`src/rtl/cordic_af_scheduler.sv`:
```
// cordic_af_scheduler: round-robin arbiter/sequencer sharing one multi-cycle
// CORDIC activation unit among NUM_REQ requesters. One operation in flight;
// the unit is started with a one-cycle pulse, watched by a watchdog timer, and
// the tagged result (or a timeout abort) is returned on one response channel.
module cordic_af_scheduler #(
  parameter int N       = 8,
  parameter int NUM_REQ = 4,
  parameter int ID_W    = 2,
  parameter int TIMEOUT = 16
) (
  input  logic                 clk,
  input  logic                 rst_n,
  input  logic [NUM_REQ-1:0]   req_valid,
  output logic [NUM_REQ-1:0]   req_ready,
  input  logic [NUM_REQ*N-1:0] req_x,
  input  logic [NUM_REQ-1:0]   req_sel,
  output logic                 af_start,
  output logic [N-1:0]         af_x,
  output logic                 af_sel,
  input  logic                 af_done,
  input  logic [N-1:0]         af_result,
  output logic                 rsp_valid,
  input  logic                 rsp_ready,
  output logic [ID_W-1:0]      rsp_id,
  output logic [N-1:0]         rsp_data,
  output logic                 rsp_err,
  output logic                 busy,
  output logic [7:0]           timeout_cnt
);

  localparam int TW = (TIMEOUT > 1) ? $clog2(TIMEOUT) : 1;
  localparam logic [TW-1:0] TIMER_LAST = TW'(TIMEOUT - 1);

  typedef enum logic [1:0] {
    S_IDLE  = 2'd0,
    S_ISSUE = 2'd1,
    S_WAIT  = 2'd2,
    S_RESP  = 2'd3
  } state_t;

  state_t            r_state;
  state_t            w_state_nxt;
  logic [ID_W-1:0]   r_last;
  logic [ID_W-1:0]   r_id;
  logic [N-1:0]      r_x;
  logic              r_sel;
  logic [N-1:0]      r_data;
  logic              r_err;
  logic [TW-1:0]     r_timer;
  logic [7:0]        r_tocnt;

  logic              w_found;
  logic [ID_W-1:0]   w_win;
  logic              w_timeout;
  logic [NUM_REQ-1:0] w_onehot;

  // Round-robin pick: first valid requester after the last granted one, wrapping.
  always_comb begin
    w_found = 1'b0;
    w_win   = '0;
    for (int k = 1; k <= NUM_REQ; k++) begin
      if (!w_found && req_valid[(int'(r_last) + k) % NUM_REQ]) begin
        w_found = 1'b1;
        w_win   = ID_W'((int'(r_last) + k) % NUM_REQ);
      end else begin
        w_found = w_found;
      end
    end
  end

  assign w_timeout = (r_timer == TIMER_LAST);

  // Next-state logic of the sequencing FSM.
  always_comb begin
    w_state_nxt = r_state;
    case (r_state)
      S_IDLE: begin
        if (w_found) w_state_nxt = S_ISSUE;
        else         w_state_nxt = S_IDLE;
      end
      S_ISSUE: w_state_nxt = S_WAIT;
      S_WAIT: begin
        // done wins over a coincident watchdog expiry
        if (af_done)        w_state_nxt = S_RESP;
        else if (w_timeout) w_state_nxt = S_RESP;
        else                w_state_nxt = S_WAIT;
      end
      S_RESP: begin
        if (rsp_ready) w_state_nxt = S_IDLE;
        else           w_state_nxt = S_RESP;
      end
      default: w_state_nxt = S_IDLE;
    endcase
  end

  // State register.
  always_ff @(posedge clk or negedge rst_n) begin
    if (!rst_n) r_state <= S_IDLE;
    else        r_state <= w_state_nxt;
  end

  // Operand capture, watchdog timer, result capture and round-robin pointer.
  always_ff @(posedge clk or negedge rst_n) begin
    if (!rst_n) begin
      r_last  <= ID_W'(NUM_REQ - 1);
      r_id    <= '0;
      r_x     <= '0;
      r_sel   <= 1'b0;
      r_data  <= '0;
      r_err   <= 1'b0;
      r_timer <= '0;
      r_tocnt <= 8'd0;
    end else begin
      case (r_state)
        S_IDLE: begin
          if (w_found) begin
            r_x   <= req_x[w_win*N +: N];
            r_sel <= req_sel[w_win];
            r_id  <= w_win;
          end
        end
        S_ISSUE: r_timer <= '0;
        S_WAIT: begin
          if (af_done) begin
            r_data <= af_result;
            r_err  <= 1'b0;
          end else if (w_timeout) begin
            r_data <= '0;
            r_err  <= 1'b1;
            if (r_tocnt != 8'hFF) r_tocnt <= r_tocnt + 8'd1;
          end else begin
            r_timer <= r_timer + TW'(1);
          end
        end
        S_RESP: begin
          if (rsp_ready) r_last <= r_id;
        end
        default: r_timer <= '0;
      endcase
    end
  end

  assign w_onehot = {{(NUM_REQ-1){1'b0}}, 1'b1} << w_win;

  // Grant is combinational in IDLE and forced low while reset is asserted.
  always_comb begin
    req_ready = '0;
    if (rst_n && (r_state == S_IDLE) && w_found) req_ready = w_onehot;
    else                                         req_ready = '0;
  end

  assign af_start    = (r_state == S_ISSUE);
  assign af_x        = r_x;
  assign af_sel      = r_sel;
  assign rsp_valid   = (r_state == S_RESP);
  assign rsp_id      = r_id;
  assign rsp_data    = r_data;
  assign rsp_err     = r_err;
  assign busy        = (r_state != S_IDLE);
  assign timeout_cnt = r_tocnt;

endmodule

```
`config.mk`:
```
export PLATFORM = sky130hd
export DESIGN_NAME = cordic_af_scheduler
export DESIGN_NICKNAME = d
export VERILOG_FILES = /design/src/rtl/cordic_af_scheduler.sv
export SDC_FILE = /design/constraint.sdc
export NUM_CORES = 1
export LEC_CHECK = 0
export CAP_MARGIN = 10
export CORE_ASPECT_RATIO = 1.25
export CORE_MARGIN = 2
export CORE_UTILIZATION = 35
export CTS_CLUSTER_DIAMETER = 40
export DETAILED_ROUTE_END_ITERATION = 8
export PLACE_DENSITY_LB_ADDON = 0.08
export SLEW_MARGIN = 20
export SYNTH_ARGS = -nofsm -noshare
export SYNTH_HDL_FRONTEND = slang
export SYNTH_SLANG_ARGS = --single-unit
```
`constraint.sdc`:
```
create_clock -name clk -period 1.9 [get_ports clk]
set_clock_uncertainty 0.15 [all_clocks]
set_input_delay 0.19 -clock clk [delete_from_list [all_inputs] [get_ports clk]]
set_output_delay 0.19 -clock clk [all_outputs]
set_load 0.1 [all_outputs]
```
# Word-level counts from Yosys, hierarchy flattened
# Cells that the tools add are included.
[totals]
ff_bits = 36
inputBits = 52
out_inout_bits = 35
wordCells = 90
[classes]
n_addsub = 6
order_cmp = 5
n_eq_ne = 7
shift = 2
muxes = 35
n_bitwise = 5
reduce_logical = 21
[op_table]
columns = ["op", "count"]
rows = [
  ["variable part select 32 x 6 -> 8 bit", 1],
  ["2-to-1 mux 1 bit", 18],
  ["< comparator 3 x 4 -> 1 bit, second input constant", 4],
  ["2-to-1 mux 8 bit", 2],
  ["2-to-1 mux 4 bit", 3],
  ["binary-select mux 1 bit (select 2 bit)", 5],
  ["2-to-1 mux 2 bit", 5],
  ["adder 8 x 1 -> 8 bit, second input constant", 1],
  ["!= test 8 bit, second input constant", 1],
  ["one-hot mux 2 bit (4 select lines)", 1],
  ["one-hot mux 4 bit (2 select lines)", 1],
  ["OR reduction 2 bit", 4],
  ["AND reduction 2 bit", 3],
  ["nonzero test 2 bit", 3],
  ["logical AND 1 bit", 5],
  ["adder 2 x 1 -> 2 bit, second input constant", 2],
  ["adder 2 bit, second input constant", 2],
  ["adder 4 x 1 -> 4 bit, second input constant", 1],
  ["AND 1 bit, first input constant", 4],
  ["equality test 2 bit, second input constant", 2],
  ["equality test 4 bit, second input constant", 1],
  ["!= test 2 bit, second input constant", 2],
  ["AND reduction 4 bit", 1],
  ["left shift 1 x 2 -> 4 bit, first input constant", 1],
  ["other kinds (6)", 8],
]

# Depth between registers and ports, before layout
# Gate-level depths: netlist of run 1.
[logic_depth]
ltp_word = 18
depth_mapped = 8
mapped_depth_nobuf = 7

# Worst setup path before layout of run 1
# Ideal clock, no wire load.
[synth_timing]
path_kind = "register to output"
from = "reg r_state[0]"
to = "out req_ready[0]"
arrival_ns = 3.818
required_time_ns = 1.560
path_slack_ns = -2.258
path_stages_with_launch = 8
path_buffers = 1
cell_sequence = "dfrtp_1 -> inv_1 -> ha_1 -> inv_1 -> nor2_1 -> clkbuf_1 -> nand2_1 -> nor3_1"
[synth_via]
elab_chain_len = 4
[synth_rtl]
columns = ["item", "line", "text"]
rows = [
  ["from (decl)", "41", "state_t r_state;"],
  ["from (signal assigned)", "99", "else r_state <= w_state_nxt;"],
  ["logical NOT 2 bit", "148", "if (rst_n && (r_state == S_IDLE) && w_found) req_ready = w_onehot;"],
  ["logical AND 1 bit (2 in a row)", "148", ""],
  ["2-to-1 mux 4 bit", "148", ""],
  ["to (decl)", "14", "output logic [NUM_REQ-1:0] req_ready,"],
]
# No other way between the ends.

# Worst setup path in the final report of run 1
[layout_timing]
from = "reg r_last[1]"
to = "out req_ready[1]"
[layout_via]
elab_chain_len = 16
elab_cells_between_ends = 33
[layout_rtl]
columns = ["item", "line", "text"]
rows = [
  ["from (decl)", "43", "logic [ID_W-1:0] r_last;"],
  ["from (signal assigned)", "105", "r_last <= ID_W'(NUM_REQ - 1);"],
  ["from (signal assigned)", "136", "if (rsp_ready) r_last <= r_id;"],
  ["adder 2 x 1 -> 2 bit", "62, 64", ""],
  ["binary-select mux 1 bit (select 2 bit)", "62", "if (!w_found && req_valid[(int'(r_last) + k) % NUM_REQ]) begin"],
  ["2-to-1 mux 1 bit (implied by the code) (2 in a row)", "62", ""],
  ["2-to-1 mux 1 bit", "62", ""],
  ["logical NOT 1 bit", "62", ""],
  ["logical AND 1 bit", "62", ""],
  ["2-to-1 mux 1 bit", "62", ""],
  ["logical NOT 1 bit", "62", ""],
  ["logical AND 1 bit", "62", ""],
  ["2-to-1 mux 1 bit", "62", ""],
  ["logical NOT 1 bit", "62", ""],
  ["logical AND 1 bit", "62", ""],
  ["2-to-1 mux 2 bit or 2-to-1 mux 1 bit (tied branches)", "62", ""],
  ["left shift 1 x 2 -> 4 bit or logical AND 1 bit (tied branches)", "143, 148", ""],
  ["2-to-1 mux 4 bit *", "148", ""],
]
# Mark *: on every way between the ends. The rest lies on a longest branch, timed or not. The select of a mux whose other input is x is not followed.

==> metrics.txt, run 1 <==
outcome=complete, but fails checks; failing checks=setup timing; post-synthesis sequential area ratio=0.4400; largest family of logic cells by synthesized area=compound AO/OA/AOI/OAI gates; Pwr per Cell Area=1700 nW/um2; DR iter-0 viols=38; final worst path period share=1.147; First-pass DRT Iterations=6; critical path peak fanout=3; final core occ=0.6271; Max-Cap Viols=0; Yosys cell types=around 40; core area=5741 um2; H-tree levels=2; global-route wire length before repair=about 9.1 mm; largest net degree at the start of global routing=37; Worst setup EP type=output port; Area contributors post-synth=dfrtp_1 41%, a221oi_2 6.6%, mux2i_1 4.9%, ha_1 4.3%, a211oi_1 3.7%; Net Count, Synth=250; Die ar.=6499 um2; number of I/O pins=87; Critical Path Source Type=flip-flop; Synth top area share=0.4144; post-synth top area cell=dfrtp_1; Worst Path Arrival=1.84 ns; Mapped Cells=roughly 190; count of buffer and inverter cells on the critical path=2; DRT Wirelength=approximately 5.8 mm; worst setup path category=reg -> out; DR WL/cell=between 15 and 20 um; Leak=0.001583 uW; Max Root-Sink Buffers=2; most frequent cells in the layout=48 x clkdlybuf4s50_1, 45 x buf_4, 26 x dfrtp_1, 14 x buf_12; Simple-Gate Fraction of Synth Area=0.1773; buffers added on ports=between 80 and 90; gpl congestion=approximately 0.77; worst-path cell chain=mux2i_1, or2_1, and3_4, buf_6, nor3_4, buf_12; YS warnings=0; Yosys reg bits=36; Synth Area in Compound Gates=0.1913; antenna cells=0; total number of vias=around 1,900; crit-path max cell delay=between 0.5 and 0.6 ns; Overflow after GRT=0; Layout Nets=367; Crit-path slowest cell=dfstp_2; overall routing resource usage=0.1814; Starting Density=0.3577; num rows=31; R2R setup slack=-0.12 ns; Mean Syn Cell Area=approximately 11 um2; leading cell type in the layout, fill and taps excluded=clkdlybuf4s50_1; layout cells sized above 1=0.4239; Num CTS Buffers=5; Antenna Nets Post-Route=0; setup_tns=-1.631 ns; Die Height=between 80 and 90 um; Skew-Pair Late Insertion Delay=0.29 ns; synthesized-area fraction occupied by adder cells=0.04266; CP required=1.56 ns; DRC viols=0; Max-slew headroom=0.6848; endpoints failing setup=13; CTS Sinks=36; vias per std cell=a little over 5; worst setup margin=-0.2788 ns; Die X=between 70 and 80 um; final hold vios=0; clock slew at reported path FFs=approximately 0.070 ns; vias in the first global route=1,903; Hold WC Path Type=reg -> reg; initial antenna violation count=0; mux cell area share after synthesis=0.05972; RSZ-0062 raised after global routing=yes; PnR Total Power=between 6000 and 7000 uW; Final min period=between 2 and 2.5 ns; worst-margin pin slew=around 0.47 ns; Post-DP HPWL=approximately 4.4 mm; CTS tree=built; CTS root buf=clkbuf_8; cell area after synthesis=between 2000 and 2500 um2; CP top delay family=simple AND/OR/NAND/NOR gates; XOR/XNOR Fraction of Synth Area=0.02986; Layout area overhead=75.32%; Final Slew Violations=0; Worst VDD drop=between 0.9 and 1 mV; FMAX=around 460 MHz
state kept, by name (all words and copies together) (netlist names):
| name | count |
|---|---|
| af_sel | 1 |
| af_x | 8 |
| r_timer | 4 |
| timeout_cnt | 8 |
| r_last | 2 |
| rsp_id | 2 |
| rsp_data | 8 |
| rsp_err | 1 |
| r_state | 2 |
cells in the mapped netlist:
master	number
dfrtp_1	34
a21boi_1	1
o21ai_1	1
buf_12	1
or4_4	1
nor2b_1	3
mux2i_1	10
inv_1	6
nor2_1	15
nor3_2	1
nor3_1	4
nand2b_1	3
dfstp_2	2
clkbuf_1	4
buf_8	1
and4_1	2
a31oi_1	1
nand3b_1	1
xnor2_1	4
o21bai_2	1
buf_4	2
nor4_1	1
nand3_4	1
a22oi_1	1
a211oi_2	1
nor3b_1	1
ha_1	7
buf_6	3
and2_1	2
mux2_2	2
a22o_1	8
a21oi_1	2
or2_1	1
a221oi_2	9
o211ai_1	1
o21ai_0	9
a211oi_1	10
and3_1	12
nand3_1	6
xor2_1	3
nand2_1	13
where the power goes:
part	internal [uW]	switching (uW)	total (uW)
registers	1040	173	1220
clock network	296	261	557
logic	1480	2860	4340
timing repair:
item,in CTS,in global routing
hold endpoints to repair,34,0
pin swaps,12,13
hold buffers,1,0
endpoints found under the setup margin,16,21
resized for setup,10,24
setup buffers,6,2
path summary, 6_finish.rpt:
kind                                start        endpoint  cells after the start
min                        timeout_cnt[7]  timeout_cnt[7]                      1
min reg2reg                timeout_cnt[7]  timeout_cnt[7]                      1
max                             r_last[1]    req_ready[1]                      6
min in group asynchronous           rst_n      r_state[0]                      3
max in group asynchronous           rst_n  timeout_cnt[0]                      3
max reg2reg                    r_state[0]         af_x[1]                      7
stage by stage:
step | worst slack [ns] | instances | cell area [um2] | hold slack, ns
after floorplan | -0.8618 | 191 | 2187 | -0.2556
after global placement | -0.2581 | 358 | 3283 | 0.2102
after detailed placement | -0.2826 | 358 | 3283 | 0.2082
after CTS | -0.2672 | 373 | 3473 | 0.3410
after global routing | -0.3857 | 375 | 3600 | 0.3531
final | -0.2788 | 375 | 3600 | 0.3430
logic make-up (layout without fill, tap and decap cells):
| family | Yosys count | after routing |
|---|---|---|
| muxes | 12 | 12 |
| buffers and inverters | 17 | 135 |
| AOI/OAI and AO/OA | 45 | 45 |
| and+or+nand+nor | 67 | 67 |
| DFF | 36 | 36 |
| adders and majority gates | 7 | 7 |
| xor gates and xnor gates | 7 | 7 |
area by class of cell:
class                           instances  area [um2]
Multi-Input combinational cell        138        1231
Fill cell                             485        2141
Sequential cell                        36       918.4
Clock buffer                            8       90.09
Inverter                                6       26.28
Timing Repair Buffer                  121        1251
Tap cell                               66       82.58
metal layers:
layer  vias to the layer above  track usage  part of all wire
met1                       888       0.2271              0.43
met4                         0      0.06566             0.015
li1                        935            -                 -
met5                         -            0                 0
met2                        61       0.3061              0.49
met3                         7      0.04464             0.060
Power figures use the tool's default switching activity.
==> run 2: changes to the inputs <==
--- a/config.mk
+++ b/config.mk
@@ -12,7 +12,6 @@
 export CTS_CLUSTER_DIAMETER = 40
 export DETAILED_ROUTE_END_ITERATION = 8
 export PLACE_DENSITY_LB_ADDON = 0.08
-export SLEW_MARGIN = 20
 export SYNTH_ARGS = -nofsm -noshare
 export SYNTH_HDL_FRONTEND = slang
 export SYNTH_SLANG_ARGS = --single-unit
==> results of run 2 <==
Same layout as run 1: the final DEF is identical, and so are final timing and power.
==> run 3: changes to the inputs <==
--- a/config.mk
+++ b/config.mk
@@ -8,10 +8,9 @@
 export CAP_MARGIN = 10
 export CORE_ASPECT_RATIO = 1.25
 export CORE_MARGIN = 2
-export CORE_UTILIZATION = 35
+export CORE_UTILIZATION = 25
 export CTS_CLUSTER_DIAMETER = 40
 export DETAILED_ROUTE_END_ITERATION = 8
-export PLACE_DENSITY_LB_ADDON = 0.08
 export SYNTH_ARGS = -nofsm -noshare
 export SYNTH_HDL_FRONTEND = slang
 export SYNTH_SLANG_ARGS = --single-unit
==> metrics.txt, run 3 (same netlist as run 1, synthesis figures left out) <==
outcome=complete, but fails checks; failing checks=setup timing; H-tree levels=2 (unchanged); Final min period=2.167 ns (-0.01202 ns); buffers added on ports=86 (unchanged); final worst path period share=1.140 (-0.006326); most frequent cells in the layout=51 x buf_4, 50 x clkdlybuf4s50_1, 26 x dfrtp_1, 14 x buf_12; global-route wire length before repair=9.956 mm (+9.0%); Num CTS Buffers=5 (unchanged); PnR Total Power=6127 uW (+0.12%); Layout area overhead=75.87%; Die Height=105.3 um (+17%); count of buffer and inverter cells on the critical path=3 (+1); Pwr per Cell Area=1697 nW/um2 (-0.19%); vias per std cell=4.732 (-6.2%); total number of vias=1,907 (+0.85%); CP required=1.56 ns (about the same); Antenna Nets Post-Route=0 (unchanged); Worst VDD drop=1.044 mV (+12%); Layout Nets=366 (-0.27%); initial antenna violation count=0 (unchanged); RSZ-0062 raised after global routing=yes; Layout Cells excl Fill=403 (+7.5%); WL met3=377 um (+7.7%); vias in the first global route=1,976 (+3.8%); Hold WC Path Type=reg -> reg; Max-slew headroom=0.6752 (-0.009595); Die ar.=8958 um2 (+38%); Die X=85.06 um (+17%); Hold Slack=0.3428 ns (-0.0001980 ns); Final Slew Violations=0 (unchanged); setup_tns=-2.520 ns (-0.8891 ns); DRC viols=0 (unchanged); CP top delay family=flip-flops; worst-margin pin slew=0.4872 ns (+0.01439 ns); final core occ=0.4581 (-0.1690); Critical Path Source Type=flip-flop; Overflow after GRT=0 (unchanged); Post-DP HPWL=4.674 mm (+6.6%); Max Root-Sink Buffers=2 (unchanged); FF-to-FF path depth=8 (+1); Crit-path slowest cell=dfstp_2; First-pass DRT Iterations=4 (-2); number of I/O pins=87 (unchanged); Hold Path Origin=timeout_cnt[7]; CTS tree=built; Worst Path Arrival=1.83 ns (about the same); crit-path max cell delay=0.56 ns (about the same); DR iter-0 viols=77 (+100%); Worst setup EP type=output port; placed insts=389 (+8.7%); critical path peak fanout=5 (+2); layout cells sized above 1=0.4123 (-0.01161); DR WL/cell=15.44 um (-0.63%); worst-path cell chain=buf_4, o211ai_1, nand2_1, nor3_2, buf_4, nor3_4, buf_12; Starting Density=0.2605 (-0.09720); DRT Wirelength=6.224 mm (+6.8%); overall routing resource usage=0.1377 (-0.04377); worst setup path category=reg -> out; Hold Path Stages=1 (unchanged); Min-Delay Endpoint=timeout_cnt[7]; Max-Cap Viols=0 (unchanged); CTS root buf=clkbuf_8; gpl congestion=0.7950 (+3.7%); CTS Sinks=36 (unchanged); R2R setup slack=-0.21 ns (-0.09 ns); most frequent CP cell=buf_4; Skew-Pair Late Insertion Delay=0.29 ns (about the same); clock slew at reported path FFs=0.08 ns (about the same); leading cell type in the layout, fill and taps excluded=buf_4; num rows=36 (+16%); antenna cells=0 (unchanged); worst setup margin=-0.2668 ns (+0.01202 ns); Leak=0.001565 uW (-1.1%); reg-to-reg endpoint=af_x[1]; largest net degree at the start of global routing=37 (unchanged); Routed met2 length=3.156 mm (+9.4%); endpoints failing setup=13 (unchanged); FMAX=461.5 MHz (+0.55%); final hold vios=0 (unchanged); core area=7883 um2 (+37%); post-route met1 wirelength=2.658 mm (+6.2%); Top Layer Used=met4; RR Startpoint=r_last[1]
run 3: cell count changes in the layout (fill, tap and decap cells not counted), moves of 4 or more:
cell	previous run	this run
a211oi_1	6	10
a211oi_2	4	0
buf_4	45	51
buf_6	10	2
run 3: area by class of cell:
class,count,area (um2)
inverters,6,26.28
multi-input cells,138,1220
clock inverters,3,42.54
flip-flops and latches,36,918.4
repair buffers,120,1216
clock buffers,5,68.82
fillers,721,4272
well taps,95,118.9
run 3: report_power, final:
part | total, uW | internal, uW | switching, uW | leakage [uW]
registers | 1220 | 1040 | 175 | 0.000435
clock network | 693 | 389 | 305 | 0.0000541
logic | 4220 | 1390 | 2830 | 0.00108
run 3: timing repair:
action,CTS,global route
resized for setup,12,8
pin swaps,7,10
setup endpoints to repair,14,16
buffers inserted,5,1
endpoints found under the hold margin,34,0
hold buffers,1,0
run 3: worst max path at each step:
stage,start,to,depth (start not counted)
2_1_floorplan,r_state[0],req_ready[0],7
3_3_place_gp,req_valid[1],af_x[3],7
3_5_place_dp,req_valid[1],af_x[1],7
4_1_cts,r_last[1],req_ready[0],6
5_1_grt,r_last[1],req_ready[0],6
6_report,r_last[1],req_ready[1],7
run 3: per-layer routing:
layer  global-route usage  vias up
met5                    0        -
met4              0.03061        0
met3              0.03524        4
met2               0.2388       65
met1               0.1703      910
li1                     -      928
run 3: through the flow:
step | setup slack [ns] | cell area (um2)
final | -0.2668 | 3611
after global routing | -0.3812 | 3611
after CTS | -0.3188 | 3563
after detailed placement | -0.4397 | 3347
after global placement | -0.4224 | 3347
after floorplan | -0.8618 | 2187
run 3: worst register-to-register path: cells and delay by family, from the launching register on:
kind,cells,cell delay [ns]
AO/OA/AOI/OAI,2,0.36
multiplexers,1,0.21
AND/OR/NAND/NOR,2,0.28
flip-flops,1,0.56
buffers and inverters,3,0.42
